### src/rtl/vga_write_arbiter_if.sv
// Object-side bus into the VGA write arbiter.
// Requests, packed pixel fields and one-hot grant.
interface vga_write_arbiter_if #(
  parameter int N  = 4,
  parameter int nX = 10,
  parameter int nY = 9,
  parameter int CW = 9
);
  logic [N-1:0]    req;
  logic [N*nX-1:0] obj_x;
  logic [N*nY-1:0] obj_y;
  logic [N*CW-1:0] obj_color;
  logic [N-1:0]    obj_write;
  logic [N-1:0]    gnt;

  modport master (
    output req,
    output obj_x,
    output obj_y,
    output obj_color,
    output obj_write,
    input  gnt
  );

  modport slave (
    input  req,
    input  obj_x,
    input  obj_y,
    input  obj_color,
    input  obj_write,
    output gnt
  );
endinterface

### src/rtl/vga_write_arbiter.sv
// Round-robin owner of the vga_adapter pixel port.
// Ports: CLOCK_50, Resetn (sync, low), bus (slave), VGA_*, busy, timeout_err.
module vga_write_arbiter #(
  parameter int N        = 4,
  parameter int nX       = 10,
  parameter int nY       = 9,
  parameter int CW       = 9,
  parameter int HOLD_W   = 17,
  parameter int MAX_HOLD = 100000
) (
  input  logic          CLOCK_50,
  input  logic          Resetn,
  vga_write_arbiter_if.slave bus,
  output logic [nX-1:0] VGA_x,
  output logic [nY-1:0] VGA_y,
  output logic [CW-1:0] VGA_color,
  output logic          VGA_write,
  output logic          busy,
  output logic [N-1:0]  timeout_err
);

  localparam int PW = (N > 1) ? $clog2(N) : 1;

  localparam logic [HOLD_W-1:0] HOLD_LAST =
    HOLD_W'(MAX_HOLD - 1);
  localparam logic [HOLD_W-1:0] HOLD_SAT =
    HOLD_W'(MAX_HOLD);

  typedef enum logic [1:0] {
    S_IDLE,
    S_GRANT,
    S_GAP
  } state_t;

  state_t           state_q, state_d;
  logic [N-1:0]     gnt_q, gnt_d;
  logic [PW-1:0]    own_q, own_d;
  logic [PW-1:0]    ptr_q, ptr_d;
  logic [HOLD_W-1:0] hold_q, hold_d;
  logic [N-1:0]     lock_q, lock_d;
  logic [N-1:0]     terr_q, terr_d;

  logic [N-1:0]     elig;
  logic [PW:0]      scan_res;
  logic             pick_ok;
  logic [PW-1:0]    pick;

  function automatic logic [PW-1:0] wrap_inc(
    input logic [PW-1:0] a
  );
    if (int'(a) >= N - 1) return '0;
    return a + 1'b1;
  endfunction

  // Returns {found, index} of first set bit of e
  // scanning p, p+1, ... modulo N.
  function automatic logic [PW:0] scan(
    input logic [N-1:0]  e,
    input logic [PW-1:0] p
  );
    logic          f;
    logic [PW-1:0] idx;
    int            c;
    f   = 1'b0;
    idx = '0;
    for (int i = 0; i < N; i++) begin
      c = int'(p) + i;
      if (c >= N) c = c - N;
      if (!f && e[c[PW-1:0]]) begin
        f   = 1'b1;
        idx = c[PW-1:0];
      end
    end
    return {f, idx};
  endfunction

  assign elig     = bus.req & ~lock_q;
  assign scan_res = scan(elig, ptr_q);
  assign pick_ok  = scan_res[PW];
  assign pick     = scan_res[PW-1:0];

  always_comb begin
    state_d = state_q;
    gnt_d   = gnt_q;
    own_d   = own_q;
    ptr_d   = ptr_q;
    hold_d  = hold_q;
    terr_d  = terr_q;
    // A locked-out requester is freed once it lets go.
    lock_d  = lock_q & bus.req;
    unique case (state_q)
      S_IDLE: begin
        if (pick_ok) begin
          state_d = S_GRANT;
          gnt_d   = '0;
          gnt_d[pick] = 1'b1;
          own_d   = pick;
          hold_d  = '0;
        end
      end
      S_GRANT: begin
        if (!bus.req[own_q]) begin
          state_d = S_GAP;
          gnt_d   = '0;
          ptr_d   = wrap_inc(own_q);
        end else if (hold_q == HOLD_LAST) begin
          state_d       = S_GAP;
          gnt_d         = '0;
          ptr_d         = wrap_inc(own_q);
          lock_d[own_q] = 1'b1;
          terr_d[own_q] = 1'b1;
        end else if (hold_q != HOLD_SAT) begin
          hold_d = hold_q + 1'b1;
        end
      end
      S_GAP: begin
        state_d = S_IDLE;
      end
      default: begin
        state_d = S_IDLE;
        gnt_d   = '0;
      end
    endcase
  end

  always_ff @(posedge CLOCK_50) begin
    if (!Resetn) begin
      state_q <= S_IDLE;
      gnt_q   <= '0;
      own_q   <= '0;
      ptr_q   <= '0;
      hold_q  <= '0;
      lock_q  <= '0;
      terr_q  <= '0;
    end else begin
      state_q <= state_d;
      gnt_q   <= gnt_d;
      own_q   <= own_d;
      ptr_q   <= ptr_d;
      hold_q  <= hold_d;
      lock_q  <= lock_d;
      terr_q  <= terr_d;
    end
  end

  // gnt is one-hot or zero, so OR-ing the selected
  // fields is a plain mux; zero grant gives zeros.
  always_comb begin
    VGA_x     = '0;
    VGA_y     = '0;
    VGA_color = '0;
    VGA_write = 1'b0;
    for (int k = 0; k < N; k++) begin
      if (gnt_q[k]) begin
        VGA_x     = VGA_x | bus.obj_x[k*nX +: nX];
        VGA_y     = VGA_y | bus.obj_y[k*nY +: nY];
        VGA_color = VGA_color
                  | bus.obj_color[k*CW +: CW];
        VGA_write = VGA_write | bus.obj_write[k];
      end
    end
  end

  assign bus.gnt     = gnt_q;
  assign busy        = (state_q == S_GRANT);
  assign timeout_err = terr_q;

endmodule

### src/flat_wrapper.sv
// flat-port wrapper written by rule: the top's interface ports become plain ports
module vga_write_arbiter_flat 
#(
  parameter int N        = 4,
  parameter int nX       = 10,
  parameter int nY       = 9,
  parameter int CW       = 9,
  parameter int HOLD_W   = 17,
  parameter int MAX_HOLD = 100000
)
  (CLOCK_50, Resetn, VGA_x, VGA_y, VGA_color, VGA_write, busy, timeout_err, bus_req, bus_obj_x, bus_obj_y, bus_obj_color, bus_obj_write, bus_gnt);
  vga_write_arbiter_if #(.N(N), .nX(nX), .nY(nY), .CW(CW)) bus_i ();
  input  logic CLOCK_50;
  input  logic Resetn;
  output logic [nX-1:0] VGA_x;
  output logic [nY-1:0] VGA_y;
  output logic [CW-1:0] VGA_color;
  output logic VGA_write;
  output logic busy;
  output logic [N-1:0] timeout_err;
  input wire logic [$bits(bus_i.req)-1:0] bus_req;
  input wire logic [$bits(bus_i.obj_x)-1:0] bus_obj_x;
  input wire logic [$bits(bus_i.obj_y)-1:0] bus_obj_y;
  input wire logic [$bits(bus_i.obj_color)-1:0] bus_obj_color;
  input wire logic [$bits(bus_i.obj_write)-1:0] bus_obj_write;
  output wire logic [$bits(bus_i.gnt)-1:0] bus_gnt;
  assign bus_i.req = bus_req;
  assign bus_i.obj_x = bus_obj_x;
  assign bus_i.obj_y = bus_obj_y;
  assign bus_i.obj_color = bus_obj_color;
  assign bus_i.obj_write = bus_obj_write;
  assign bus_gnt = bus_i.gnt;
  vga_write_arbiter #(.N(N), .nX(nX), .nY(nY), .CW(CW), .HOLD_W(HOLD_W), .MAX_HOLD(MAX_HOLD)) u_core (.CLOCK_50(CLOCK_50), .Resetn(Resetn), .bus(bus_i), .VGA_x(VGA_x), .VGA_y(VGA_y), .VGA_color(VGA_color), .VGA_write(VGA_write), .busy(busy), .timeout_err(timeout_err));
endmodule
### config.mk
export PLATFORM = sky130hd
export DESIGN_NAME = vga_write_arbiter_flat
export DESIGN_NICKNAME = d
export VERILOG_FILES = /design/src/rtl/vga_write_arbiter_if.sv /design/src/rtl/vga_write_arbiter.sv /design/src/flat_wrapper.sv
export SDC_FILE = /design/constraint.sdc
export NUM_CORES = 1
export LEC_CHECK = 0
export CAP_MARGIN = 20
export CORE_UTILIZATION = 40
export DETAILED_ROUTE_END_ITERATION = 10
export HOLD_SLACK_MARGIN = 0.02
export PLACE_DENSITY = 0.86
export SLEW_MARGIN = 20
export SYNTH_ARGS = -nofsm -noshare
export SYNTH_HDL_FRONTEND = slang
export SYNTH_SLANG_ARGS = --single-unit
### constraint.sdc
create_clock -name CLOCK_50 -period 5.5 [get_ports CLOCK_50]
set_input_delay 0.825 -clock CLOCK_50 [delete_from_list [all_inputs] [get_ports CLOCK_50]]
set_output_delay 0.825 -clock CLOCK_50 [all_outputs]
set_load 0.005 [all_outputs]
[Word-level counts from Yosys, hierarchy flattened]
Index checks and enable logic that the tools add are counted.
Word-level totals
  bits in registers: 35
  output and inout bits: 38
Operators by class
  add/subtract/negate cells: 9
  $lt $le $gt $ge: 13
  equality and inequality tests: 10
  mux-type cells: 69
  bitwise operators: 18
  reduce and logical (&&, ||, !) cells: 16
Operators by type and width (number)
  $mux W9: 8
  $mux W17: 4
  $or A9 B9 Y9: 6
  $mux W10: 4
  $pmux W17 S2: 1
  $mux W2: 16
  $or A10 B10 Y10: 3
  $mux W4: 6
  $mux W1: 21
  $lt A2 B3 Y1 const B: 6
  $add A17 B1 Y17 const B: 1
  $eq A17 B17 Y1 const B: 1
  $ne A17 B17 Y1 const B: 1
  $pmux W4 S3: 1
  $bmux W1 S2: 5
  $ge A3 B3 Y1 const B: 3
  $and A4 B4 Y4: 2
  $or A4 B4 Y4: 2
  $sub A2 B1 Y2 const B: 4
  $add A2 B2 Y3 const B: 2
  $ne A2 B1 Y1 const B: 3
  $reduce_and A2 Y1: 3
  $reduce_and A3 Y1: 2
  $logic_and A1 B1 Y1: 5
  other kinds (18): 25

[Logic depth before layout (Yosys ltp)]
Gate-level depths: netlist (run 1).
  depth after elaboration: 20
  gate-level depth with buffers: 8
  mapped depth without buffers: 7

[Worst setup path before layout (run 1)]
No wires, ideal clock.
  path kind: in2reg
  start point: input bus_req[2]
  end point: register u_core.hold_q[10]
  library setup time: 0.115 ns
  arrival time: 2.203 ns
  required time: 5.385 ns
  setup slack: 3.182 ns
  stages: 7
  path through: nand2b_1 nand4_1 o21ai_0 clkbuf_1 clkbuf_1 nor4_1 o21a_1
Between the ends
  cells in the longest elaborated chain, start to end: 15
  elaborated cells between the ends (all ways): 24
Ends and longest elaborated chain
  start: declaration: RTL line flat_wrapper.sv:21  | input wire logic [$bits(bus_i.req)-1:0] bus_req;
  $and A4 B4 Y4: RTL line vga_write_arbiter.sv:77  | assign elig = bus.req & ~lock_q;
  $bmux W1 S2: RTL line vga_write_arbiter.sv:69  | if (!f && e[c[PW-1:0]]) begin
  $mux W1 (implied by the code): RTL line vga_write_arbiter.sv:69
  $mux W1: RTL line vga_write_arbiter.sv:69
  $logic_not A1 Y1: RTL line vga_write_arbiter.sv:69
  $logic_and A1 B1 Y1: RTL line vga_write_arbiter.sv:69
  $mux W1: RTL line vga_write_arbiter.sv:69
  $logic_not A1 Y1: RTL line vga_write_arbiter.sv:69
  $logic_and A1 B1 Y1: RTL line vga_write_arbiter.sv:69
  $mux W1: RTL line vga_write_arbiter.sv:69
  $logic_not A1 Y1: RTL line vga_write_arbiter.sv:69
  $logic_and A1 B1 Y1: RTL line vga_write_arbiter.sv:69
  $mux W1: RTL line vga_write_arbiter.sv:69
  $ne A2 B1 Y1 (no source line)
  $reduce_and A5 Y1 (no source line) (*)
  end signal: assignment: RTL line vga_write_arbiter.sv:140  | hold_q <= hold_d;
  end: declaration: RTL line vga_write_arbiter.sv:39  | logic [HOLD_W-1:0] hold_q, hold_d;
Mark *: on every way between the ends. The rest lies on a longest branch, timed or not. The select of a mux whose other input is x is not followed.
A chain may end at the register's enable or synchronous reset.

[Final worst setup path (run 1)]
  start point: input bus_obj_x[7]
  end point: output VGA_x[7]
Between the ends
  cells in the longest elaborated chain, start to end: 7
Ends and longest elaborated chain
  start: declaration: RTL line flat_wrapper.sv:22  | input wire logic [$bits(bus_i.obj_x)-1:0] bus_obj_x;
  $mux W10 (*): RTL line vga_write_arbiter.sv:154  | if (gnt_q[k]) begin
  $or A10 B10 Y10: RTL line vga_write_arbiter.sv:155  | VGA_x = VGA_x | bus.obj_x[k*nX +: nX];
  $mux W10 (*): RTL line vga_write_arbiter.sv:154
  $or A10 B10 Y10: RTL line vga_write_arbiter.sv:155
  $mux W10 (*): RTL line vga_write_arbiter.sv:154
  $or A10 B10 Y10: RTL line vga_write_arbiter.sv:155
  $mux W10 (*): RTL line vga_write_arbiter.sv:154
  end: declaration: RTL line flat_wrapper.sv:15  | output logic [nX-1:0] VGA_x;
Mark *: on every way between the ends. The rest lies on a longest branch, timed or not.

==> impl_metrics.yaml, run 1 <==
logic_synthesis:
  syn_nets: 436
  ys_warn_count: 0
  synth-seq-cells: 35
  synth_common_cells: "a22oi_1, nand2_1, dfxtp_1, a21oi_1, clkbuf_1"
  yosys.area.top_type: "dfxtp_1"
  ys.flop_type: "dfxtp_1"
  synthDistinctLibCells: 50
  synth-edff-count: 0
  synthArstFlopShare_pct: 0
  syn_area_sq_um: 2471
  yosysMostFrequentCell: "a22oi_1"
  syn_area_per_cell_sq_um: 8.023
  netlist.area_leader.share_pct: 28.35
  ys_seq_area_share_pct: 28.35
  synth_area_leaders: "dfxtp_1, a22oi_1, nand2_1, a21oi_1, ha_1"
  synthCells: 308
clock_network:
  cts_resized: 0
  cts_tree: "done"
  numCtsBuffers: 5
  cts_buffer_depth: 2
  postCtsHoldBufs: 0
  clock_latency_ps: 300
  clock_sinks: 35
  clk_pin_slew_ps: 70
  cts-root-buf: "clkbuf_8"
  htree_levels: 2
  postCtsSetupBuffers: 0
setup_path:
  end_kind: "primary output"
  cp_data_required_time_ps: 4680
  worst-path-buf-inv: 2
  cp_max_fo: 1
  path_common_cell: "clkdlybuf4s50_1"
  cp_cell_sequence: "clkdlybuf4s50_1 -> a22oi_1 -> nand2_1 -> clkdlybuf4s50_1"
  critPathArrivalTime_ps: 2040
  slowest_stage: "clkdlybuf4s50_1"
  cp_slowest_stage_delay_ps: 460
  path_delay_family: "buffers and inverters"
  cp-start-kind: "primary input"
  crit_type: "in2out"
timing:
  slew_viol_final: 0
  tns_ps: 0
  fin_crit_sh_pct: 52.03
  rsz0062_at_grt: "no"
  slew_headroom_pct: 47.05
  worst_pin_slew_ps: 788.9
  setup_violations: 0
  hold_viol_final: 0
  skew_ps: 5.442
  layout_min_cycle_time_ps: 2862
  fmax_ghz: 0.3495
die:
  die_h_um: 80.60
  die_x_um: 80.60
  initial_core_util_pct: 41.49
  die-area_sq_um: 6496
  num_io_pins: 160
  rows: 28
  core_area_sq_um: 5956
drt:
  dr.pass1.iters: 4
  drcViolationCount: 0
  avgRoutedWirePerCell_um: 16.67
  drtAntennaViolNets: 0
  via_per_inst: 5.801
  wirelength_mm: 8.867
  first_iter_violations: 169
  vias: 3086
status:
  status: "complete, no violations"
flow_run:
  drv_cap: 0
worst_hold_path:
  hold_path_class: "reg2reg"
global_route:
  grt_pass1_wl_mm: 13.22
  grt_max_degree: 33
  antenna_found_initial: 0
  track_usage_pct: 25.94
  grt_overflow: 0
  grt_pass1_vias: 2781
placement:
  gp_congestion: 0.9071
  io_buffers: 159
  dp_hpwl_mm: 6.607
  placed_area_sq_um: 4069
power:
  leakage_uw: 0.001554
  internal-power_uw: 617.5
  clkPwrFrac_pct: 33.2
  p_per_area_nw_per_um2: 199.4
  power.switching_uw: 221.8
  switching_share_pct: 26.42
  power_frac_comb_pct: 32.1
  vdd_drop_max_mv: 0.3218
  seq_power_share_pct: 34.6
cells_and_area:
  nets: 584
  final_area_sq_um: 4209
  num_antenna_cells: 0
  drive_gt1_share_pct: 3.939
  area_growth_pct: 70.33
## cell usage in the layout, fill, tap and decap left out, types with 4 or more instances in the layout
cell             count
nor2_1              15
mux2i_1              6
nand2b_1             8
a22oi_1             62
nor3_1               5
or4_1               10
nand3_1              8
clkdlybuf4s50_1    159
dfxtp_1             31
clkbuf_8             5
a21oi_1             16
dfxtp_2              4
o211ai_1             4
nand2_1             41
ha_1                 6
inv_1               10
a22o_1               4
o31ai_1              8
nor4_1               4
## cell families (layout without fill, tap and decap cells)
kind of cell	count (synthesis)	after routing	synth area share, %
compound gates	114	114	34.43
fa+ha+maj	6	6	3.038
buf+inv	31	180	5.873
flops	35	35	28.35
mux	7	7	3.342
simple gates	115	115	24.96
## power groups by stage
stage                     clock, uW  sequential (uW)  combinational (uW)
after floorplan                   0              273                 117
after global placement            0              296                 263
after detailed placement          0              295                 270
after CTS                       280              290                 271
after global routing            292              292                 292
final                           279              291                 270
## path summary, 6_finish.rpt
kind                                                      endpoint                                from  depth (start not counted)  slack, ps
worst max register to register      u_core.hold_q[16]$_SDFFE_PN0P_       u_core.hold_q[0]$_SDFFE_PN0P_                          6       3180
worst min-delay path            u_core.timeout_err[2]$_SDFFE_PN0P_  u_core.timeout_err[2]$_SDFFE_PN0P_                          2        480
worst max-delay path                                      VGA_x[7]                        bus_obj_x[7]                          4       2640
worst min register to register  u_core.timeout_err[2]$_SDFFE_PN0P_  u_core.timeout_err[2]$_SDFFE_PN0P_                          2        480
## sequential cells by signal (all words and copies together), names as in the netlist
name,flops
u_core.own_q,2
u_core.lock_q,4
u_core.bus.gnt,4
u_core.hold_q,17
u_core.timeout_err,4
u_core.ptr_q,2
u_core.state_q,2
## worst min-delay path, stage by stage, from the launching register on
cell and delay (ps):
dfxtp_1 330, a21oi_1 40, nor2_1 70
## routing by layer
| metal | wire length [um] | GRT usage, % | vias to the layer above |
|---|---|---|---|
| met5 | 0 | 0 | - |
| met4 | 152 | 8.571 | 0 |
| li1 | - | - | 1498 |
| met1 | 3628 | 31.95 | 1443 |
| met2 | 4401 | 45.00 | 131 |
| met3 | 684 | 4.659 | 14 |
## final cells by class
class,count,area [sq um]
fillers,491,1747
multi-input cells,242,1625
repair buffers,161,1607
flip-flops and latches,35,705.7
well taps,75,93.84
clock buffers,5,68.82
clock inverters,3,67.56
inverters,11,41.29
## metrics by stage
step	instances	hold WS, ps	power, uW	util, %	worst slack [ps]
detailed placement	524	462.5	565.2	68.32	2482
floorplan	308	446.3	389.3	-	3182
CTS	532	484.4	840.8	70.61	2335
global route	532	519.6	875.9	70.67	2529
global placement	524	460.8	558.9	68.30	2566
finish	532	477.5	839.2	70.67	2638
(Power assumes the default switching activity.)
==> run 2: changes to the inputs <==
--- a/config.mk
+++ b/config.mk
@@ -6,10 +6,10 @@
 export NUM_CORES = 1
 export LEC_CHECK = 0
 export CAP_MARGIN = 20
-export CORE_UTILIZATION = 40
+export CORE_UTILIZATION = 33
 export DETAILED_ROUTE_END_ITERATION = 10
 export HOLD_SLACK_MARGIN = 0.02
-export PLACE_DENSITY = 0.86
+export PLACE_DENSITY = 0.75
 export SLEW_MARGIN = 20
 export SYNTH_ARGS = -nofsm -noshare
 export SYNTH_HDL_FRONTEND = slang
==> constraint.sdc (replaced) <==
create_clock -name CLOCK_50 -period 2.5 [get_ports CLOCK_50]
set_input_delay 0.375 -clock CLOCK_50 [delete_from_list [all_inputs] [get_ports CLOCK_50]]
set_output_delay 0.375 -clock CLOCK_50 [all_outputs]
set_load 0.005 [all_outputs]
==> run 2 against run 1 <==
Compared with the run above: sequential share of layout area down 0.27 points; clock skew up 1.8 ps; cell count up 5.5%; die area up 21%; first-iteration DRC count up 27%; count of clock-buffer cells in the layout up 2; flip-flop and latch count unchanged; hold slack about the same; critical path depth up 2.
==> impl_metrics.yaml, run 2 (synthesized netlist as in run 1, its figures left out) <==
timing:
  hold_viol_final: 0
  fin_crit_sh_pct: 91.71
  worst_pin_slew_ps: 862.0
  fmax_ghz: 0.4362
  setup_violations: 0
  layout_min_cycle_time_ps: 2293
  rsz0062_at_grt: "no"
  skew_ps: 7.203
  tns_ps: 0
  slew_viol_final: 0
  slew_headroom_pct: 42.53
drt:
  first_iter_violations: 214
  vias: 2997
  via_per_inst: 5.342
  drcViolationCount: 0
  avgRoutedWirePerCell_um: 16.00
  wirelength_mm: 8.976
  dr.pass1.iters: 4
  drtAntennaViolNets: 0
cells_and_area:
  largest_reg_flops: 17
  regMostFlops: "u_core.hold_q"
  area_growth_pct: 71.90
  instances_no_fill: 561
  mostFrequentLayoutCells: "clkdlybuf4s50_1, a22oi_1, nand2_1"
  drive_gt1_share_pct: 3.896
  nets: 589
  final_common_cell: "clkdlybuf4s50_1"
  fillerInstances: 672
  num_antenna_cells: 0
clock_network:
  clk_pin_slew_ps: 70
  cts_resized: 0
  clock_sinks: 35
  postCtsHoldBufs: 0
  cts_tree: "done"
  postCtsSetupBuffers: 0
  htree_levels: 2
  numCtsBuffers: 5
  clock_latency_ps: 290
  cts-root-buf: "clkbuf_8"
  cts_buffer_depth: 2
die:
  die_x_um: 88.54
  initial_core_util_pct: 34.07
  die_h_um: 88.54
  die-area_sq_um: 7838
  num_io_pins: 160
  core_area_sq_um: 7253
  rows: 31
setup_path:
  end_kind: "flip-flop"
  r2r_start: "u_core.hold_q[0]$_SDFFE_PN0P_"
  cp-startpoint: "u_core.hold_q[0]$_SDFFE_PN0P_"
  ff2ff_path_depth: 6
  r2r_setup_slack_ps: 210
  cp_max_fo: 5
  critPathArrivalTime_ps: 2520
  cp-start-kind: "flip-flop"
  cp_data_required_time_ps: 2730
  crit_type: "reg2reg"
power:
  leakage_uw: 0.001562
  p_per_area_nw_per_um2: 388.5
  vdd_drop_max_mv: 0.3989
flow_run:
  drv_cap: 0
worst_hold_path:
  hp-start: "u_core.timeout_err[2]$_SDFFE_PN0P_"
  hold_path_class: "reg2reg"
  holdPathStages: 2
global_route:
  grt.met1_usage_pct: 30.33
  grt_pass1_wl_mm: 13.43
  use_met3_pct: 4.944
  antenna_found_initial: 0
  grt_pass1_vias: 2712
  top_usage_layer: "met2"
  use_met2_pct: 35.03
  grt_max_degree: 33
  track_usage_pct: 21.97
  grt_overflow: 0
placement:
  place_inst: 553
  io_buffers: 159
  gp_congestion: 0.8273
  dp_hpwl_mm: 6.799
status:
  status: "complete, no violations"
-- run 2: changes by cell type in the layout (fill, tap and decap cells not counted) --
cell	previous run	this run
bufinv_16	2	0
dfxtp_1	31	35
clkbuf_1	0	2
buf_4	2	5
buf_12	0	2
clkinv_2	0	1
nor4_1	4	3
dfxtp_2	4	0
clkinvlp_4	1	0
nor4_2	0	1
-- run 2: critical path, stage by stage (launching register included) --
cell      delay (ps)
dfxtp_1          390
ha_1             200
nand4_1          320
nand2b_1         370
a211oi_1         340
or4b_1           470
a21oi_1          140
-- run 2: worst paths after layout --
check / endpoint
max reg2reg: u_core.hold_q[16]$_SDFFE_PN0P_
max: u_core.hold_q[16]$_SDFFE_PN0P_
min: u_core.timeout_err[2]$_SDFFE_PN0P_
min reg2reg: u_core.timeout_err[2]$_SDFFE_PN0P_
-- run 2: metrics by stage --
step                total power (uW)  hold WS [ps]  cell area, sq um  worst slack (ps)  util, %
floorplan                      856.4         446.3              2471             510.4        -
global placement                1252         453.7              4160             51.78    57.36
detailed placement              1260         461.7              4160             8.015    57.36
CTS                             1657         483.0              4242             193.9    58.48
global route                    1746         501.2              4248             22.93    58.56
finish                          1650         477.1              4248             207.3    58.56
-- run 2: layout make-up --
class,instances,area (sq um),share of cell area [%]
Timing Repair Buffer,166,1669,39.29
Clock buffer,7,76.32,1.797
Tap cell,99,123.9,2.916
Multi-Input combinational cell,242,1632,38.41
Clock inverter,1,5.005,0.1178
Sequential cell,35,700.7,16.49
Inverter,11,41.29,0.9720
-- run 2: metal layers --
metal	wire length [um]	vias to the layer above	share of wire, %
met5	0	-	0
met4	92	0	1.0
met3	619	10	6.9
met2	4331	95	48
met1	3932	1384	44
li1	-	1508	-
-- run 2: report_power, final --
group	total, uW	switching, uW	leakage, uW	internal, uW
Clock	400	205	0.0000422	195
Combinational	656	255	0.00124	401
Sequential	594	20.7	0.000283	574
Total	1650	480	0.00156	1170
